[config.mk]
export PLATFORM = sky130hd
export DESIGN_NAME = mem_port_arbiter
export DESIGN_NICKNAME = d
export VERILOG_FILES = /design/src/rtl/mem_port_arbiter.sv
export SDC_FILE = /design/constraint.sdc
export NUM_CORES = 1
export LEC_CHECK = 0
export ABC_AREA = 1
export ABC_CLOCK_PERIOD_IN_PS = 2600
export CAP_MARGIN = 30
export CELL_PAD_IN_SITES_DETAIL_PLACEMENT = 0
export CELL_PAD_IN_SITES_GLOBAL_PLACEMENT = 2
export CORE_MARGIN = 2
export CORE_UTILIZATION = 26
export CTS_CLUSTER_DIAMETER = 100
export DETAILED_ROUTE_END_ITERATION = 8
export PLACE_DENSITY = 0.79
export SLEW_MARGIN = 20
export SYNTH_ARGS = -nofsm -noshare
export SYNTH_HDL_FRONTEND = slang
export SYNTH_SLANG_ARGS = --single-unit
[constraint.sdc]
create_clock -name clk -period 2.6 [get_ports clk]
set_clock_uncertainty 0.15 [all_clocks]
set_input_delay 0.52 -clock clk [delete_from_list [all_inputs] [get_ports clk]]
set_output_delay 0.52 -clock clk [all_outputs]
set_load 0.05 [all_outputs]
[src/rtl/mem_port_arbiter.sv]
// mem_port_arbiter: shares one 16-bit memory port among three requesters
// (A = instruction fetch, B = load/store, C = serial/debug loader).
// A winner is granted the port for MEM_LAT cycles, then receives a one-cycle
// ack together with registered read data.  The requester that was just
// acknowledged is masked from arbitration in its ack cycle.
// Build option: MEM_ARB_ROUND_ROBIN_EN selects round-robin priority starting
// after the last winner; when undefined, priority is fixed A > B > C.
module mem_port_arbiter #(
    parameter int MEM_LAT = 2,
    parameter int DATA_W  = 16
) (
    input  logic              clk,
    input  logic              rst,
    input  logic              req_a,
    input  logic              req_b,
    input  logic              req_c,
    input  logic              we_a,
    input  logic              we_b,
    input  logic              we_c,
    output logic              gnt_a,
    output logic              gnt_b,
    output logic              gnt_c,
    output logic              ack_a,
    output logic              ack_b,
    output logic              ack_c,
    output logic [1:0]        sel,
    output logic              mem_en,
    output logic              mem_we,
    input  logic [DATA_W-1:0] mem_rdata,
    output logic [DATA_W-1:0] rdata
);

    localparam logic [0:0] ST_IDLE   = 1'b0;
    localparam logic [0:0] ST_ACCESS = 1'b1;

    localparam logic [1:0] IDX_A = 2'd0;
    localparam logic [1:0] IDX_B = 2'd1;
    localparam logic [1:0] IDX_C = 2'd2;

    // Counter is loaded with MEM_LAT-1 so ACCESS lasts exactly MEM_LAT cycles.
    localparam logic [3:0] CNT_LOAD = 4'(MEM_LAT - 1);

    // Requester index to one-hot grant/ack vector (bit 0 = A).
    function automatic logic [2:0] idx_to_onehot(input logic [1:0] idx);
        logic [2:0] oh;
        case (idx)
            IDX_A:   oh = 3'b001;
            IDX_B:   oh = 3'b010;
            IDX_C:   oh = 3'b100;
            default: oh = 3'b000;
        endcase
        return oh;
    endfunction

`ifdef MEM_ARB_ROUND_ROBIN_EN
    // Round-robin pick: search starts at the requester after last.
    // Returns {valid, index}.
    function automatic logic [2:0] pick_rr(input logic [2:0] elig, input logic [1:0] last);
        logic [1:0] first;
        logic [1:0] second;
        logic [1:0] third;
        logic [2:0] res;
        case (last)
            IDX_A: begin
                first  = IDX_B;
                second = IDX_C;
                third  = IDX_A;
            end
            IDX_B: begin
                first  = IDX_C;
                second = IDX_A;
                third  = IDX_B;
            end
            default: begin
                first  = IDX_A;
                second = IDX_B;
                third  = IDX_C;
            end
        endcase
        if (elig[first]) begin
            res = {1'b1, first};
        end else if (elig[second]) begin
            res = {1'b1, second};
        end else if (elig[third]) begin
            res = {1'b1, third};
        end else begin
            res = {1'b0, IDX_A};
        end
        return res;
    endfunction
`else
    // Fixed-priority pick A > B > C.  Returns {valid, index}.
    function automatic logic [2:0] pick_fixed(input logic [2:0] elig);
        logic [2:0] res;
        if (elig[0]) begin
            res = {1'b1, IDX_A};
        end else if (elig[1]) begin
            res = {1'b1, IDX_B};
        end else if (elig[2]) begin
            res = {1'b1, IDX_C};
        end else begin
            res = {1'b0, IDX_A};
        end
        return res;
    endfunction
`endif

    logic [0:0]        state_q,  state_d;
    logic [3:0]        cnt_q,    cnt_d;
    logic [1:0]        sel_q,    sel_d;
    logic [2:0]        gnt_q,    gnt_d;
    logic [2:0]        ack_q,    ack_d;
    logic              mem_en_q, mem_en_d;
    logic              mem_we_q, mem_we_d;
    logic [DATA_W-1:0] rdata_q,  rdata_d;
    logic [1:0]        last_q,   last_d;

    logic [2:0] elig_s;
    logic       win_valid_s;
    logic [1:0] win_idx_s;
    logic       win_we_s;

    // Arbitration: mask the requester being acknowledged, then pick a winner.
    always_comb begin
        elig_s = {req_c, req_b, req_a} & ~ack_q;
`ifdef MEM_ARB_ROUND_ROBIN_EN
        {win_valid_s, win_idx_s} = pick_rr(elig_s, last_q);
`else
        {win_valid_s, win_idx_s} = pick_fixed(elig_s);
`endif
        case (win_idx_s)
            IDX_A:   win_we_s = we_a;
            IDX_B:   win_we_s = we_b;
            IDX_C:   win_we_s = we_c;
            default: win_we_s = 1'b0;
        endcase
    end

    // Next-state logic for the IDLE/ACCESS sequencer and all registered outputs.
    always_comb begin
        state_d  = state_q;
        cnt_d    = cnt_q;
        sel_d    = sel_q;
        gnt_d    = gnt_q;
        ack_d    = 3'b000;
        mem_en_d = mem_en_q;
        mem_we_d = mem_we_q;
        rdata_d  = rdata_q;
        last_d   = last_q;
        case (state_q)
            ST_IDLE: begin
                if (win_valid_s) begin
                    state_d  = ST_ACCESS;
                    cnt_d    = CNT_LOAD;
                    sel_d    = win_idx_s;
                    gnt_d    = idx_to_onehot(win_idx_s);
                    mem_en_d = 1'b1;
                    mem_we_d = win_we_s;
                    last_d   = win_idx_s;
                end else begin
                    state_d = ST_IDLE;
                end
            end
            ST_ACCESS: begin
                if (cnt_q == 4'd0) begin
                    if (!mem_we_q) begin
                        rdata_d = mem_rdata;
                    end else begin
                        rdata_d = rdata_q;
                    end
                    ack_d    = gnt_q;
                    gnt_d    = 3'b000;
                    mem_en_d = 1'b0;
                    mem_we_d = 1'b0;
                    state_d  = ST_IDLE;
                end else begin
                    cnt_d = cnt_q - 4'd1;
                end
            end
            default: begin
                state_d  = ST_IDLE;
                cnt_d    = 4'd0;
                gnt_d    = 3'b000;
                mem_en_d = 1'b0;
                mem_we_d = 1'b0;
            end
        endcase
    end

    // State and output registers; asynchronous reset abandons any access.
    always_ff @(posedge clk or negedge rst) begin
        if (!rst) begin
            state_q  <= ST_IDLE;
            cnt_q    <= 4'd0;
            sel_q    <= IDX_A;
            gnt_q    <= 3'b000;
            ack_q    <= 3'b000;
            mem_en_q <= 1'b0;
            mem_we_q <= 1'b0;
            rdata_q  <= '0;
            last_q   <= IDX_C;
        end else begin
            state_q  <= state_d;
            cnt_q    <= cnt_d;
            sel_q    <= sel_d;
            gnt_q    <= gnt_d;
            ack_q    <= ack_d;
            mem_en_q <= mem_en_d;
            mem_we_q <= mem_we_d;
            rdata_q  <= rdata_d;
            last_q   <= last_d;
        end
    end

    assign gnt_a  = gnt_q[0];
    assign gnt_b  = gnt_q[1];
    assign gnt_c  = gnt_q[2];
    assign ack_a  = ack_q[0];
    assign ack_b  = ack_q[1];
    assign ack_c  = ack_q[2];
    assign sel    = sel_q;
    assign mem_en = mem_en_q;
    assign mem_we = mem_we_q;
    assign rdata  = rdata_q;

endmodule

==> out/results.tsv, run 1 <==
stage	metric	value	unit
worst_setup_path	critPathKind	flop to output pin	
floorplanning	initial_core_util	0.275	
placed_design	dp_cells	263	
power_and_ir_drop	p_per_area	1420	nW/um2
global_route	grt_overflow	0	
logic_synthesis	netlist_area	1330	um2
power_and_ir_drop	p_total	2.80	mW
cells_and_area	diodes	0	
cells_and_area	nets	229	
floorplanning	core	4820	um2
drt	vias	1160	
logic_synthesis	ys_ff_latch	31	
floorplanning	die_w	75.4	um
power_and_ir_drop	vdd_drop_max	0.596	mV
clocking	hold_buffers	0	
hold_path	hp-class	flop to flop	
sta	report.final.hold_viol_count	0	
worst_setup_path	end_kind	output pin	
global_route	antenna_found_initial	0	
global_route	top_usage_layer	met2	
power_and_ir_drop	p_int	1.39	mW
clocking	cts_buffers	5	
outcome	status	complete, no violations	
logic_synthesis	yosysWarnings	0	
clocking	postCtsSetupRepairBufs	0	
logic_synthesis	synth_area_leaders	dfrtp_1 59%, nand2_1 16%, nand3_1 7.6%, inv_1 3.4%, ha_1 1.9%	
worst_setup_path	critical_path_arrival	1.52	ns
logic_synthesis	syn_inst	149	
drt	ant_nets	0	
drt	drt_iter0_drc	27	
cells_and_area	drive_gt1_frac	0.0833	
floorplanning	num_rows	25	
clocking	clk_pin_slew	0.07	ns
logic_synthesis	yosysSeqAreaShare	0.585	
cells_and_area	nFillCells	513	
placed_design	gp_congestion	0.834	
clocking	clockBufferDepth	2	
logic_synthesis	synth_nets	175	
run	cap_violations	0	
sta	max_slew_margin	0.661	
floorplanning	ios	50	
sta	timing.fmax	0.456	GHz
logic_synthesis	yosys.area.top_type	dfrtp_1	
worst_setup_path	crit_buf_inv	1	
power_and_ir_drop	clkPwrFrac	0.133	
worst_setup_path	cp_cell_sequence	clkdlybuf4s50_1	
global_route	grt_use_met3	0.0489	
global_route	grt_usage	0.129	
cells_and_area	syn2layout_area_growth	48.7	%
logic_synthesis	yosysTopAreaCellShare	0.585	
worst_setup_path	critPathMaxStageDelay	0.83	ns
power_and_ir_drop	p_comb_frac	0.574	
power_and_ir_drop	netSwitchingPower	1.41	mW
sta	worst_pin_slew	0.507	ns
power_and_ir_drop	leakage	0.941	nW
floorplanning	die_h	75.4	um
placed_design	hpwl	2.34	mm
sta	setup_viol	0	
placed_design	portBuffers	49	
drt	wirelength	3.30	mm
drt	dr.pass1.iters	4	
power_and_ir_drop	netSwitchingFraction	0.505	
global_route	grt_max_degree	32	
clocking	htree_levels	2	
global_route	met1_usage	0.147	
clocking	cts.sinks	31	
clocking	clkLatencyLatePin	0.28	ns
sta	post-route-min-period	2.19	ns
worst_setup_path	cp_max_fo	3	
clocking	cts_tree	yes	
global_route	grt_pass1_wl	5.43	mm
sta	fin_tns_setup	0	ns
global_route	met2_usage	0.216	
drt	vias_per_cell	4.28	
logic_synthesis	syn_avg_cell_area	8.89	um2
floorplanning	die_area	5680	um2
clocking	cts-resized-gates	0	
logic_synthesis	synth.distinct_cells	18	
worst_setup_path	cpMaxStageDelayCell	clkdlybuf4s50_1	
clocking	cts-root-buf	clkbuf_8	
sta	rsz0062_at_grt	no	
sta	whs	0.320	ns
drt	wl_per_cell	12.2	um
cells_and_area	instances_no_fill	271	
drt	drc_errors	0	
sta	slew_viol_final	0	
global_route	grt_pass1_vias	1192	
worst_setup_path	critPathLaunchType	flop	
worst_setup_path	critPathTopFamily	buffers and inverters	
worst_setup_path	critPathRequiredTime	1.93	ns
power_and_ir_drop	seqPwrFrac	0.292	
sta	post-route-period-util	0.844	
==> Yosys cell counts (all sizes together) <==
cell type  number
a21oi           1
buf             3
dfrtp          31
ha              2
inv            15
nand2          58
nand3          20
nand4           2
nor2            8
o21ai           7
xor2            2
==> kinds of logic after synthesis <==
logic type      share of synthesized area
buf+inv                            0.0585
simple gates                        0.285
fa+ha+maj                          0.0189
xor+xnor                           0.0132
compound gates                     0.0387
flops                               0.585
==> cell type report <==
class | instances | area, um2 | share of cell area
flip-flops and latches | 31 | 776 | 0.394
repair buffers | 50 | 498 | 0.253
multi-input cells | 100 | 472 | 0.239
well taps | 67 | 83.8 | 0.0425
clock buffers | 6 | 72.6 | 0.0368
inverters | 15 | 56.3 | 0.0286
clock inverters | 2 | 12.5 | 0.00635
==> layout by cell type, fill, tap and decap left out <==
master,synthesis,layout
nand3_1,20,20
nand4_1,2,2
o21ai_1,5,5
nand2_2,3,3
inv_1,12,12
nor2_2,1,1
nor2_1,6,6
clkinvlp_4,0,1
clkinv_2,0,1
o21ai_4,1,1
a21oi_1,1,1
ha_1,2,2
nor2_4,1,1
o21ai_0,1,1
clkdlybuf4s50_1,0,49
clkbuf_8,0,5
clkbuf_1,0,1
nand2_1,55,55
buf_4,0,1
inv_2,3,3
dfrtp_1,31,31
xor2_1,2,2
==> sequential cells by signal, indices dropped and copies added, names as in the netlist <==
name     count
mem_en       1
cnt_q        4
mem_we       1
state_q      1
sel          2
gnt_q        3
ack_q        3
rdata       16
==> routing by layer <==
metal  vias up  share of wire
li1        577              -
met1       536           0.44
met2        41           0.47
met3         6          0.074
met4         0          0.015
met5         -              0
==> through the flow <==
| stage | util | cell area (um2) | setup WS (ns) |
|---|---|---|---|
| final | 0.409 | 1970 | 0.406 |
| after global routing | 0.409 | 1970 | 0.364 |
| after CTS | 0.409 | 1970 | 0.395 |
| after detailed placement | 0.391 | 1890 | 0.703 |
| after global placement | 0.391 | 1890 | 0.706 |
| after floorplan | - | 1330 | 1.09 |
==> power by group through the flow <==
stage,Combinational [mW],Sequential [mW],Clock [mW]
floorplan,0.496,1.43,0
global placement,1.61,0.821,0
detailed placement,1.63,0.824,0
CTS,1.63,0.820,0.387
global route,1.74,0.842,0.418
finish,1.61,0.819,0.373
==> worst paths after layout <==
check                          from  slack, ns  depth (start not counted)        end
min reg2reg                rdata[6]       0.32                          2   rdata[6]
min                        rdata[6]       0.32                          2   rdata[6]
max                          mem_we       0.41                          1     mem_we
max reg2reg                cnt_q[0]       0.83                          7   gnt_q[1]
max in group asynchronous       rst       1.53                          2     mem_en
min in group asynchronous       rst       0.49                          2  rdata[11]
Power figures use the tool's default switching activity.
==> run 2: changes to the inputs <==
Settings changed: ABC_CLOCK_PERIOD_IN_PS 2600 to 1900, CORE_UTILIZATION 26 to 22, PLACE_DENSITY 0.79 to 0.71.
Clock period 2.6 ns to 1.9 ns, I/O delays scaled along.
==> run 2 against run 1 <==
Clock power rose by 34%. First-iteration DRC count rose to 2.6 times the previous value. Power rose by 35%. Die area rose by 17%. Sequential share of layout area rose by 0.63 points. Clock-buffer cell count rose by 1. Worst hold slack improved by 0.0039 ns. Combinational power rose by 34%. Via count fell by 3.1%. Global-route usage fell by 1.9 points. Critical path depth rose by 6. Cell area fell by 1.6%. Largest cell class unchanged. Largest power group unchanged. Highest routed layer unchanged.
==> out/results.tsv, run 2 (synthesis results as in run 1) <==
stage	metric	value	unit	change
placed_design	dp_cells	273		+3.8%
clocking	cts_buffers	5		unchanged
drt	ant_nets	0		unchanged
hold_path	hold_depth	2		unchanged
worst_setup_path	critPathLaunchType	flop		
cells_and_area	layout_commonest_cell	nand2_1		
power_and_ir_drop	vdd_drop_max	0.598	mV	+0.26%
clocking	clk_pin_slew	0.07	ns	about the same
sta	post-route-period-util	0.782		
run	cap_violations	0		unchanged
clocking	clkLatencyLatePin	0.28	ns	about the same
clocking	clockBufferDepth	2		unchanged
floorplanning	die_w	81.6	um	+8.3%
floorplanning	ios	50		unchanged
global_route	grt_max_degree	32		unchanged
floorplanning	core	5890	um2	+22%
cells_and_area	diodes	0		unchanged
cells_and_area	instances_no_fill	281		+3.7%
drt	wl_met2	1.53	mm	-0.97%
power_and_ir_drop	leakage	0.990	nW	+5.2%
hold_path	holdPathEnd	rdata[1]		
drt	met1_length	1.49	mm	+1.8%
drt	wl_per_cell	11.9	um	-2.6%
floorplanning	num_rows	28		+12%
drt	highest_layer	met4		
cells_and_area	syn2layout_area_growth	46.4	%	
cells_and_area	nFillCells	657		+28%
clocking	htree_levels	2		unchanged
placed_design	dpl_cell_area	1860	um2	-1.5%
drt	vias	1124		-3.1%
placed_design	gp_congestion	0.698		-16%
floorplanning	die_area	6660	um2	+17%
drt	drt_iter0_drc	69		+160%
worst_setup_path	reg2regPathDepth	7		unchanged
clocking	hold_buffers	0		unchanged
worst_setup_path	critPathKind	flop to flop		
worst_setup_path	cp_max_fo	6		+3
cells_and_area	largest_reg_flops	16		unchanged
drt	vias_per_cell	4.00		-6.6%
worst_setup_path	cp_cell_sequence	inv_1 > ha_1 > nand3_1 > inv_2 > nand2_1 > nand2_2 > o21ai_1		
clocking	cts-root-buf	clkbuf_8		
sta	report.final.hold_viol_count	0		unchanged
global_route	grt_usage	0.110		-0.0191
global_route	grt_pass1_vias	1142		-4.2%
cells_and_area	final_cell_mix	55 x nand2_1, 31 x dfrtp_1, 28 x buf_4		
sta	setup_viol	0		unchanged
hold_path	min_from	rdata[1]		
placed_design	portBuffers	49		unchanged
global_route	antenna_found_initial	0		unchanged
sta	post-route-min-period	1.49	ns	
worst_setup_path	startpoint	cnt_q[0]		
global_route	grt_pass1_wl	5.35	mm	-1.4%
drt	wl_met3	277	um	+14%
sta	rsz0062_at_grt	no		
power_and_ir_drop	p_per_area	1950	nW/um2	+37%
cells_and_area	nets	231		+0.87%
worst_setup_path	critPathRequiredTime	1.91	ns	-0.02 ns
worst_setup_path	worstReg2RegStart	cnt_q[0]		
drt	dr.pass1.iters	4		unchanged
clocking	cts_tree	yes		
sta	worst_pin_slew	0.416	ns	-0.0911 ns
clocking	cts.sinks	31		unchanged
clocking	postCtsSetupRepairBufs	0		unchanged
drt	drc_errors	0		unchanged
sta	max_slew_margin	0.723		+0.0618
floorplanning	initial_core_util	0.225		-0.0499
global_route	grt_overflow	0		unchanged
sta	timing.fmax	0.673	GHz	
worst_setup_path	cpMaxStageDelayCell	dfrtp_1		
worst_setup_path	critPathMaxStageDelay	0.36	ns	-0.47 ns
floorplanning	die_h	81.6	um	+8.3%
sta	slew_viol_final	0		unchanged
clocking	cts-resized-gates	0		unchanged
cells_and_area	finalInstanceArea	1940	um2	-1.6%
sta	fin_tns_setup	0	ns	unchanged
worst_setup_path	critical_path_arrival	1.50	ns	-0.02 ns
placed_design	hpwl	2.40	mm	+2.6%
hold_path	hp-class	flop to flop		
cells_and_area	drive_gt1_frac	0.214		+0.130
worst_setup_path	end_kind	flop		
worst_setup_path	rrSetupSlack	0.41	ns	-0.42 ns
outcome	status	complete, no violations		
worst_setup_path	r2r-end	gnt_q[2]		
drt	wirelength	3.34	mm	+1.0%
[run 2: worst max path at each step]
stage / endpoint / slack [ns]
after CTS: rdata[7] / 0.39
final: gnt_q[2] / 0.41
after detailed placement: cnt_q[1] / 0.12
after floorplan: gnt_q[0] / 0.39
after global placement: cnt_q[1] / 0.15
after global routing: rdata[7] / 0.20
[run 2: area by class of cell]
type                            count  area, um2  share of cell area
Clock inverter                      1       5.00             0.00258
Timing Repair Buffer               52        460               0.237
Inverter                           15       56.3              0.0290
Multi-Input combinational cell    100        472               0.243
Tap cell                           75       93.8              0.0484
Clock buffer                        7       76.3              0.0394
Sequential cell                    31        776               0.400
[run 2: metal layers]
layer  up-vias  GRT usage
li1        576          -
met1       514      0.126
met2        32      0.177
met3         2     0.0473
met4         0     0.0500
met5         -          0
[run 2: power breakdown]
group / total (mW) / internal [mW] / switching (mW)
Sequential: 1.12 / 0.958 / 0.162
Clock: 0.500 / 0.257 / 0.243
Combinational: 2.16 / 0.648 / 1.52
[run 2: stage by stage]
step,hold slack [ns],utilization,setup WS [ns],power [mW]
floorplan,-0.0656,-,0.393,2.63
global placement,0.308,0.316,0.147,3.33
detailed placement,0.313,0.316,0.119,3.34
CTS,0.330,0.330,0.388,3.85
global route,0.351,0.330,0.203,4.07
finish,0.324,0.330,0.415,3.78
[run 2: critical path, delay by kind of cell (launching register included)]
kind	cells	cell delay [ns]
compound gates	1	0.06
fa+ha+maj	1	0.16
buf+inv	2	0.23
flops	1	0.36
simple gates	3	0.40
==> run 3: changes to the inputs <==
Settings changed: ABC_CLOCK_PERIOD_IN_PS 1900 to 1290.
Clock period 1.9 ns to 1.29 ns, I/O delays scaled along.
==> run 3 against run 2 <==
The run now ends with setup timing left. Die area unchanged. Combinational power increased by 130%. Cell area up 37%. Via count increased by 11%. Clock power up 45%. Worst hold slack worse by 0.31 ns. Setup slack got worse by 0.52 ns. Clock-buffer cell count unchanged. Power grew 100%.
==> out/results.tsv, run 3 (synthesis results as in run 1) <==
stage	metric	value	unit	change
placed_design	hpwl	2.63	mm	+9.3%
global_route	antenna_found_initial	0		unchanged
floorplanning	ios	50		unchanged
sta	fin_tns_setup	-1.96	ns	-1.96 ns
floorplanning	die_area	6660	um2	unchanged
sta	timing.fmax	0.716	GHz	+6.3%
sta	post-route-min-period	1.40	ns	-0.0880 ns
outcome	status	complete, but fails checks		
cells_and_area	diodes	0		unchanged
sta	post-route-period-util	1.08		+0.301
drt	wirelength	3.63	mm	+8.9%
cells_and_area	largest_reg_flops	16		unchanged
drt	ant_nets	0		unchanged
clocking	clkLatencyLatePin	0.28	ns	about the same
sta	worst_pin_slew	0.278	ns	-0.139 ns
global_route	grt_pass1_wl	6.03	mm	+13%
worst_setup_path	worstReg2RegStart	cnt_q[1]		
sta	fin_ws	-0.107	ns	-0.522 ns
worst_setup_path	critical_path_arrival	1.42	ns	-0.08 ns
cells_and_area	nets	259		+12%
drt	drc_errors	0		unchanged
global_route	grt_usage	0.120		+0.0102
floorplanning	core	5890	um2	unchanged
floorplanning	num_rows	28		unchanged
clocking	htree_levels	2		unchanged
placed_design	gp_congestion	0.775		+11%
worst_setup_path	critPathKind	flop to flop		
clocking	cts_buffers	5		unchanged
run	cap_violations	0		unchanged
cells_and_area	instances_no_fill	309		+10%
clocking	hold_buffers	0		unchanged
placed_design	portBuffers	49		unchanged
worst_setup_path	critPathLaunchType	flop		
placed_design	dp_slack	-0.305	ns	-0.424 ns
placed_design	dp_cells	290		+6.2%
global_route	grt_overflow	0		unchanged
clocking	cts-root-buf	clkbuf_8		
worst_setup_path	rrSetupSlack	-0.11	ns	-0.52 ns
drt	drt_iter0_drc	37		-46%
power_and_ir_drop	p_per_area	2870	nW/um2	+47%
drt	wl_per_cell	11.8	um	-1.0%
worst_setup_path	end_kind	flop		
floorplanning	initial_core_util	0.225		unchanged
worst_setup_path	reg2regPathDepth	8		+1
cells_and_area	final_util	0.452		+0.123
cells_and_area	syn2layout_area_growth	101	%	
global_route	grt_max_degree	31		-3.1%
clocking	cts.sinks	31		unchanged
worst_setup_path	r2r-end	rdata[1]		
drt	dr.pass1.iters	4		unchanged
cells_and_area	layout_commonest_cell	nand2_1		
clocking	cts_tree	yes		
sta	max_slew_margin	0.814		+0.0919
power_and_ir_drop	vdd_drop_max	1.34	mV	+120%
cells_and_area	final_cell_mix	41 x nand2_1, 29 x buf_12, 27 x dfrtp_1		
sta	report.final.hold_viol_count	0		unchanged
sta	slew_viol_final	0		unchanged
global_route	grt_pass1_vias	1246		+9.1%
worst_setup_path	cp_max_fo	8		+2
clocking	clk_pin_slew	0.07	ns	about the same
sta	rsz0062_at_grt	yes		
power_and_ir_drop	leakage	1.27	nW	+28%
clocking	clockBufferDepth	2		unchanged
worst_setup_path	critPathRequiredTime	1.31	ns	-0.60 ns
floorplanning	die_w	81.6	um	unchanged
drt	vias_per_cell	4.03		+0.65%
cells_and_area	nFillCells	576		-12%
outcome	violations	setup timing		
cells_and_area	drive_gt1_frac	0.444		+0.231
floorplanning	die_h	81.6	um	unchanged
hold_path	hp-class	primary input to async pin		
drt	vias	1244		+11%
sta	setup_viol	28		+28
run 3: cell count changes in the layout (fill, tap and decap cells not counted), sizes merged:
cell,before,now
nand2,58,59
clkdlybuf4s50,23,22
buf,29,56
dlymetal6s2s,0,1
run 3: how the worst max path moves through the flow:
stage                        start         to  slack, ns  cells after the start
after floorplan           ack_q[2]   gnt_q[0]      -0.05                      6
after global placement       req_b   cnt_q[2]      -0.26                      6
after detailed placement     req_b   gnt_q[0]      -0.31                      6
after CTS                 cnt_q[1]  rdata[14]       -0.1                      8
after global routing      cnt_q[1]  rdata[10]      -0.19                      8
final                     cnt_q[1]   rdata[1]      -0.11                      8
run 3: metal layers:
metal  track usage  part of all wire  vias up
met3        0.0396             0.079        4
li1              -                 -      634
met2         0.191              0.46       37
met4        0.0400            0.0099        0
met1         0.153              0.45      569
met5             0                 0        -
run 3: worst max-delay path, cell delays in order, from the launching register on:
cell and delay (ns):
dfrtp_1 0.39, inv_2 0.08, ha_4 0.14, nand3_4 0.08, inv_4 0.09, buf_12 0.13
nand2_8 0.09, nand2_2 0.08, nand2_2 0.05
run 3: through the flow:
stage	hold WS [ns]	instance area, um2	power [mW]
2_1_floorplan	-0.188	1360	3.95
3_3_place_gp	0.305	2370	6.38
3_5_place_dp	0.312	2370	6.40
4_1_cts	0.00881	2540	7.41
5_1_grt	0.0103	2660	8.11
6_report	0.0171	2660	7.64
run 3: power breakdown:
group / switching, mW / internal [mW]
clock network: 0.347 / 0.378
registers: 0.424 / 1.42
logic: 2.61 / 2.46
total: 3.38 / 4.26
run 3: layout make-up:
class | instances | area [um2] | share of cell area
Sequential cell | 31 | 781 | 0.293
Timing Repair Buffer | 79 | 1040 | 0.390
Multi-Input combinational cell | 101 | 609 | 0.229
Tap cell | 75 | 93.8 | 0.0352
Clock buffer | 7 | 76.3 | 0.0287
Clock inverter | 1 | 5.00 | 0.00188
Inverter | 15 | 58.8 | 0.0221
run 3: what timing repair did:
action | 4_1_cts | 5_1_grt
gates resized for setup | 18 | 15
pin swaps | 8 | 7
setup endpoints to repair | 32 | 45
cloned | 1 | 0
setup buffers | 2 | 9
